[config.mk]
export PLATFORM = sky130hd
export DESIGN_NAME = ppu_bg_fetcher_flat
export DESIGN_NICKNAME = d
export VERILOG_FILES = /design/src/rtl/ppu_bg_fetcher_if.sv /design/src/rtl/ppu_bg_fetcher.sv /design/src/flat_wrapper.sv
export SDC_FILE = /design/constraint.sdc
export NUM_CORES = 1
export LEC_CHECK = 0
export BUFFER_PORTS_ARGS = -buffer_cell sky130_fd_sc_hd__buf_2
export CAP_MARGIN = 25
export CORE_MARGIN = 10
export CORE_UTILIZATION = 45
export DETAILED_ROUTE_END_ITERATION = 8
export GPL_ROUTABILITY_DRIVEN = 1
export HOLD_SLACK_MARGIN = 0.1
export PLACE_DENSITY = 0.77
export SLEW_MARGIN = 20
export SYNTH_ARGS = -nofsm -noshare
export SYNTH_HDL_FRONTEND = slang
export SYNTH_SLANG_ARGS = --single-unit
[constraint.sdc]
create_clock -name clk -period 2.1 [get_ports clk]
set_input_delay 0 -clock clk [delete_from_list [all_inputs] [get_ports clk]]
set_output_delay 0 -clock clk [all_outputs]
set_load 0.1 [all_outputs]
[src/rtl/ppu_bg_fetcher_if.sv]
// ppu_bg_fetcher_if
// PPU memory bus between the background fetcher (master) and the
// pattern-ROM / nametable-VRAM wrapper (slave).
//   mem_addr : 14-bit PPU address, driven by the master
//   mem_rw   : write strobe (1 = write), driven by the master
//   mem_q    : read data, driven by the slave one cycle after the address
interface ppu_bg_fetcher_if;
  logic [13:0] mem_addr;
  logic        mem_rw;
  logic [7:0]  mem_q;

  modport master (
    output mem_addr,
    output mem_rw,
    input  mem_q
  );

  modport slave (
    input  mem_addr,
    input  mem_rw,
    output mem_q
  );
endinterface

[src/rtl/ppu_bg_fetcher.sv]
// ppu_bg_fetcher
// Background tile fetch sequencer. On i_start it walks TILES consecutive
// tiles of one scanline. Each tile takes four two-cycle reads (nametable,
// attribute, pattern low, pattern high), then the assembled tile is
// presented with a one-cycle o_tile_valid strobe.
// Ports:
//   clk, rst_n         : clock, async active-low reset
//   i_start, i_abort   : begin a scanline (idle only) / cancel in-progress fetch
//   i_coarse_x/_y      : starting tile column / tile row (latched on start)
//   i_fine_y           : pixel row within tile (latched on start)
//   i_nt_sel           : nametable select (latched on start)
//   i_bg_pt_base       : background pattern table half (latched on start)
//   bus                : PPU memory bus, master side
//   o_tile_pat_lo/_hi  : pattern planes of the completed tile
//   o_tile_pal         : 2-bit palette select of the completed tile
//   o_tile_valid       : one-cycle strobe, tile outputs held until next strobe
//   o_busy, o_done     : fetch in progress / one-cycle pulse after last tile
//
// state | meaning
// IDLE  | waiting for i_start
// NT_A  | nametable address on bus
// NT_D  | capture tile id
// AT_A  | attribute address on bus
// AT_D  | capture attribute byte
// LO_A  | pattern low address on bus
// LO_D  | capture pattern low byte
// HI_A  | pattern high address on bus
// HI_D  | capture pattern high byte, publish tile, advance column
module ppu_bg_fetcher #(
  parameter int TILES = 34
) (
  input  logic                    clk,
  input  logic                    rst_n,
  input  logic                    i_start,
  input  logic                    i_abort,
  input  logic [4:0]              i_coarse_x,
  input  logic [4:0]              i_coarse_y,
  input  logic [2:0]              i_fine_y,
  input  logic [1:0]              i_nt_sel,
  input  logic                    i_bg_pt_base,
  ppu_bg_fetcher_if.master        bus,
  output logic [7:0]              o_tile_pat_lo,
  output logic [7:0]              o_tile_pat_hi,
  output logic [1:0]              o_tile_pal,
  output logic                    o_tile_valid,
  output logic                    o_busy,
  output logic                    o_done
);

  localparam int CNT_W = (TILES < 2) ? 1 : $clog2(TILES);

  typedef enum logic [3:0] {
    S_IDLE, S_NT_A, S_NT_D, S_AT_A, S_AT_D, S_LO_A, S_LO_D, S_HI_A, S_HI_D
  } state_t;

  state_t             r_state;
  state_t             w_next;
  logic [4:0]         r_cx;
  logic [4:0]         r_cy;
  logic [2:0]         r_fy;
  logic [1:0]         r_nt;
  logic               r_base;
  logic [7:0]         r_tile_id;
  logic [7:0]         r_at;
  logic [7:0]         r_lo;
  logic [CNT_W-1:0]   r_cnt;
  logic [13:0]        r_mem_addr;
  logic               w_last;
  logic [4:0]         w_cx_inc;
  logic [1:0]         w_nt_inc;
  logic [2:0]         w_pal_shift;

  function automatic logic [13:0] f_nt_addr(input logic [1:0] nt,
                                            input logic [4:0] cy,
                                            input logic [4:0] cx);
    return {2'b10, nt, cy, cx};
  endfunction

  function automatic logic [13:0] f_at_addr(input logic [1:0] nt,
                                            input logic [4:0] cy,
                                            input logic [4:0] cx);
    return {2'b10, nt, 4'b1111, cy[4:2], cx[4:2]};
  endfunction

  function automatic logic [13:0] f_pt_addr(input logic       base,
                                            input logic [7:0] id,
                                            input logic       plane,
                                            input logic [2:0] fy);
    return {1'b0, base, id, plane, fy};
  endfunction

  assign w_last      = (r_cnt == CNT_W'(TILES - 1));
  assign w_cx_inc    = r_cx + 5'd1;
  // Stepping past column 31 crosses into the horizontally adjacent nametable.
  assign w_nt_inc    = {r_nt[1], r_nt[0] ^ (r_cx == 5'd31)};
  assign w_pal_shift = {r_cy[1], r_cx[1], 1'b0};

  assign bus.mem_addr = r_mem_addr;
  assign bus.mem_rw   = 1'b0;
  assign o_busy       = (r_state != S_IDLE);

  always_ff @(posedge clk or negedge rst_n) begin
    if (!rst_n) r_state <= S_IDLE;
    else        r_state <= w_next;
  end

  always_comb begin
    w_next = r_state;
    case (r_state)
      S_IDLE: if (i_start) w_next = S_NT_A;
      S_NT_A: w_next = S_NT_D;
      S_NT_D: w_next = S_AT_A;
      S_AT_A: w_next = S_AT_D;
      S_AT_D: w_next = S_LO_A;
      S_LO_A: w_next = S_LO_D;
      S_LO_D: w_next = S_HI_A;
      S_HI_A: w_next = S_HI_D;
      S_HI_D: w_next = w_last ? S_IDLE : S_NT_A;
      default: w_next = S_IDLE;
    endcase
    if (i_abort && (r_state != S_IDLE)) w_next = S_IDLE;
  end

  // The address register is loaded on the way into each _A state so the
  // address is already on the bus during that state and held through _D.
  always_ff @(posedge clk or negedge rst_n) begin
    if (!rst_n) begin
      r_cx          <= '0;
      r_cy          <= '0;
      r_fy          <= '0;
      r_nt          <= '0;
      r_base        <= 1'b0;
      r_tile_id     <= '0;
      r_at          <= '0;
      r_lo          <= '0;
      r_cnt         <= '0;
      r_mem_addr    <= '0;
      o_tile_pat_lo <= '0;
      o_tile_pat_hi <= '0;
      o_tile_pal    <= '0;
      o_tile_valid  <= 1'b0;
      o_done        <= 1'b0;
    end else begin
      o_tile_valid <= 1'b0;
      o_done       <= 1'b0;
      if (r_state == S_IDLE) begin
        if (i_start) begin
          r_cx       <= i_coarse_x;
          r_cy       <= i_coarse_y;
          r_fy       <= i_fine_y;
          r_nt       <= i_nt_sel;
          r_base     <= i_bg_pt_base;
          r_cnt      <= '0;
          r_mem_addr <= f_nt_addr(i_nt_sel, i_coarse_y, i_coarse_x);
        end
      end else if (!i_abort) begin
        case (r_state)
          S_NT_D: begin
            r_tile_id  <= bus.mem_q;
            r_mem_addr <= f_at_addr(r_nt, r_cy, r_cx);
          end
          S_AT_D: begin
            r_at       <= bus.mem_q;
            r_mem_addr <= f_pt_addr(r_base, r_tile_id, 1'b0, r_fy);
          end
          S_LO_D: begin
            r_lo       <= bus.mem_q;
            r_mem_addr <= f_pt_addr(r_base, r_tile_id, 1'b1, r_fy);
          end
          S_HI_D: begin
            o_tile_pat_lo <= r_lo;
            o_tile_pat_hi <= bus.mem_q;
            o_tile_pal    <= r_at[w_pal_shift +: 2];
            o_tile_valid  <= 1'b1;
            r_cnt         <= r_cnt + 1'b1;
            r_cx          <= w_cx_inc;
            r_nt          <= w_nt_inc;
            if (w_last) o_done <= 1'b1;
            else        r_mem_addr <= f_nt_addr(w_nt_inc, r_cy, w_cx_inc);
          end
          default: ;
        endcase
      end
    end
  end

endmodule

[src/flat_wrapper.sv]
// flat-port wrapper written by rule: the top's interface ports become plain ports
module ppu_bg_fetcher_flat 
#(
  parameter int TILES = 34
)
  (clk, rst_n, i_start, i_abort, i_coarse_x, i_coarse_y, i_fine_y, i_nt_sel, i_bg_pt_base, o_tile_pat_lo, o_tile_pat_hi, o_tile_pal, o_tile_valid, o_busy, o_done, bus_mem_addr, bus_mem_rw, bus_mem_q);
  ppu_bg_fetcher_if bus_i ();
  input  logic clk;
  input  logic rst_n;
  input  logic i_start;
  input  logic i_abort;
  input  logic [4:0] i_coarse_x;
  input  logic [4:0] i_coarse_y;
  input  logic [2:0] i_fine_y;
  input  logic [1:0] i_nt_sel;
  input  logic i_bg_pt_base;
  output logic [7:0] o_tile_pat_lo;
  output logic [7:0] o_tile_pat_hi;
  output logic [1:0] o_tile_pal;
  output logic o_tile_valid;
  output logic o_busy;
  output logic o_done;
  output wire logic [$bits(bus_i.mem_addr)-1:0] bus_mem_addr;
  output wire logic [$bits(bus_i.mem_rw)-1:0] bus_mem_rw;
  input wire logic [$bits(bus_i.mem_q)-1:0] bus_mem_q;
  assign bus_mem_addr = bus_i.mem_addr;
  assign bus_mem_rw = bus_i.mem_rw;
  assign bus_i.mem_q = bus_mem_q;
  ppu_bg_fetcher #(.TILES(TILES)) u_core (.clk(clk), .rst_n(rst_n), .i_start(i_start), .i_abort(i_abort), .i_coarse_x(i_coarse_x), .i_coarse_y(i_coarse_y), .i_fine_y(i_fine_y), .i_nt_sel(i_nt_sel), .i_bg_pt_base(i_bg_pt_base), .bus(bus_i), .o_tile_pat_lo(o_tile_pat_lo), .o_tile_pat_hi(o_tile_pat_hi), .o_tile_pal(o_tile_pal), .o_tile_valid(o_tile_valid), .o_busy(o_busy), .o_done(o_done));
endmodule
==> impl_metrics.tcl <==
set metrics [dict create \
    run_status "finished, final reports clean" \
    yosysTopAreaCell "dfrtp_1" \
    dp_hpwl_um 6830 \
    die_area_um2 12700 \
    clock_latency_ns 0.36 \
    synth-edff-count 0 \
    crit_type "reg2reg" \
    hold_path.class "in2async" \
    maxSlewViolCount 0 \
    cap_violations 0 \
    setup_violations 0 \
    grt_pass1_wl_um 15300 \
    initial_core_util_pct 46.7 \
    final_nets 441 \
    clkTransAtPathRegs_ns 0.09 \
    fp.dieH_um 113 \
    worst_slew_pin_slew_ns 0.684 \
    yosysMostFrequentCell "dfrtp_1" \
    fin_skew_ns 0.00966 \
    instances_no_fill 519 \
    via_count 2852 \
    crit_fanout 7 \
    fin_util_pct 59.2 \
    clk_path_buf_depth 2 \
    ios 64 \
    final_hold_viol_count 0 \
    rrSetupSlack_ns 0.07 \
    syn_nets 336 \
    syn_area_um2 3850 \
    crit_path_end_kind "flip-flop" \
    cp.required_ns 2.35 \
    vdd_drop_max_mv 1.21 \
    cts_num_sinks 84 \
    grt_pass1_vias 3026 \
    first_iter_violations 165 \
    fin_crit_sh_pct 96.8 \
    rows 33 \
    diodes 0 \
    yosys_register_bits 84 \
    min_period_ns 2.03 \
    drive_above_1_share_pct 41.1 \
    syn_inst 304 \
    wirelength_um 9380 \
    grt_use_total_pct 14.6 \
    slew_headroom_pct 54.2 \
    netlist_top_cells_count "dfrtp_1, mux2_2, inv_1" \
    synth_cell_type_count 49 \
    ys_warn_count 0 \
    dp.cells 476 \
    synthTopCellsByArea "dfrtp_1, mux2_2, mux2i_1" \
    htree_levels 3 \
    crit_arrival_ns 2.28 \
    grt_start_max_net_pins 36 \
    synth_ff_type "dfrtp_1" \
    syn2layout_area_growth_pct 26.8 \
    crit_family "compound AO/OA/AOI/OAI gates" \
    gp_routability_congestion 0.896 \
    grt_antenna_before_repair 0 \
    detail_route.wl_per_cell_um 18.1 \
    routed_via_density 5.50 \
    p_total_w 0.00718 \
    r2r_cells 7 \
    ctsRootBufferMaster "clkbuf_8" \
    start_kind "flip-flop" \
    netlist.area_leader.share_pct 54.5 \
    drtPass1Iterations 5 \
    async_reset_ff_share_pct 100 \
    power.density_nw_per_um2 1470 \
    cts_made_buffers 9 \
    rsz0062_at_grt "no" \
    ant_nets 0 \
    max_freq_ghz 0.492 \
    r2r-end "u_core.bus.mem_addr[1]" \
    r2r_start "u_core.r_cnt[1]" \
    drc_errors 0 \
    critical_path.cell_chain "inv_1 > ha_1 > nor4b_1 > a211o_1 > a211oi_4 > buf_6 > mux2_2" \
    avgSynthCellArea_um2 12.7 \
    max_stage_delay_ns 0.40 \
    cp_num_buf_inv 2 \
    portBuffers 62 \
    core_area_um2 8260 \
    cp_slowest_cell "dfrtp_1" \
    dieWidth_um 113 \
    grt_overflow 0 \
    cts_tree "built" \
    power.leakage_nw 2.31 \
    tns_ns 0 \
    synth_seq_area_share_pct 54.5 \
]
## cell families (layout without fill, tap and decap cells)
group           count (synthesis)  in the layout  synth area share, %
other cells                     1              1               0.0973
flops                          84             84                 54.5
xor+xnor                        5              5                 1.14
compound gates                 55             55                 10.3
buf+inv                        33            143                 3.86
fa+ha+maj                       4              4                 1.30
simple gates                   54             54                 8.57
mux                            68             68                 20.2
## per-stage QoR
stage / area (um^2) / setup slack, ns / hold slack [ns]
finish: 4890 / 0.0677 / 0.130
global route: 4890 / 0.0118 / 0.161
CTS: 4870 / -0.00332 / 0.129
detailed placement: 4400 / 0.0445 / -0.0213
global placement: 4400 / 0.0829 / -0.0242
floorplan: 3850 / 0.0104 / -0.296
## layout by cell type (no fill, tap or decap), drive strengths merged, types with 3 or more instances in the layout
cell	n
a21oi	9
a22o	3
a22oi	5
a2bb2oi	3
a31oi	3
buf	85
clkbuf	10
clkinv	4
dfrtp	84
dlygate4sd3	26
ha	4
inv	17
mux2	58
mux2i	8
nand2	14
nand3	5
nor2	10
nor3	5
nor3b	4
nor4b	3
o21ai	11
o221ai	5
o22ai	5
xnor2	5
## where the power goes
group | internal [W] | switching [W]
Clock | 0.000593 | 0.000616
Combinational | 0.00125 | 0.00221
Sequential | 0.00212 | 0.000381
## registers in the layout, summed over array words and instances, names as in the netlist, 3 cells and up
register              flops
u_core.bus.mem_addr      14
u_core.o_tile_pat_hi      8
u_core.o_tile_pat_lo      8
u_core.r_at               8
u_core.r_cnt              6
u_core.r_cx               5
u_core.r_cy               5
u_core.r_fy               3
u_core.r_lo               8
u_core.r_state            4
u_core.r_tile_id          8
## per-layer routing
layer  track usage (%)  vias up  part of all wire (%)
met1              17.7     1421                    43
met3              3.67       20                   5.7
li1                  -     1316                     -
met4              7.36        0                   2.6
met5                 0        -                     0
met2              23.5       95                    49
## final cells by class
cell class / instances / area (um^2)
inverters: 16 / 61.3
fillers: 660 / 3370
repair buffers: 111 / 781
well taps: 105 / 131
clock inverters: 6 / 70.1
multi-input cells: 187 / 1600
clock buffers: 10 / 138
flip-flops and latches: 84 / 2100
## worst max path at each step
stage | startpoint | to | slack, ns | depth (start not counted)
floorplan | u_core.r_cnt[0] | u_core.bus.mem_addr[1] | 0.01 | 6
global placement | u_core.r_cnt[1] | u_core.bus.mem_addr[2] | 0.08 | 7
detailed placement | u_core.r_cnt[1] | u_core.bus.mem_addr[10] | 0.04 | 7
CTS | u_core.r_cnt[1] | u_core.bus.mem_addr[10] | -0.003 | 7
global route | u_core.r_state[2] | o_busy | 0.01 | 5
finish | u_core.r_cnt[1] | u_core.bus.mem_addr[1] | 0.07 | 7
## repair_timing
action / in CTS / in global routing
setup buffers: 0 / 1
pin swaps: 0 / 2
endpoints found under the setup margin: 1 / 9
hold buffers: 26 / 0
hold endpoints to repair: 146 / 0
resized for setup: 0 / 4
No activity file was read; power rests on OpenSTA's default activity.
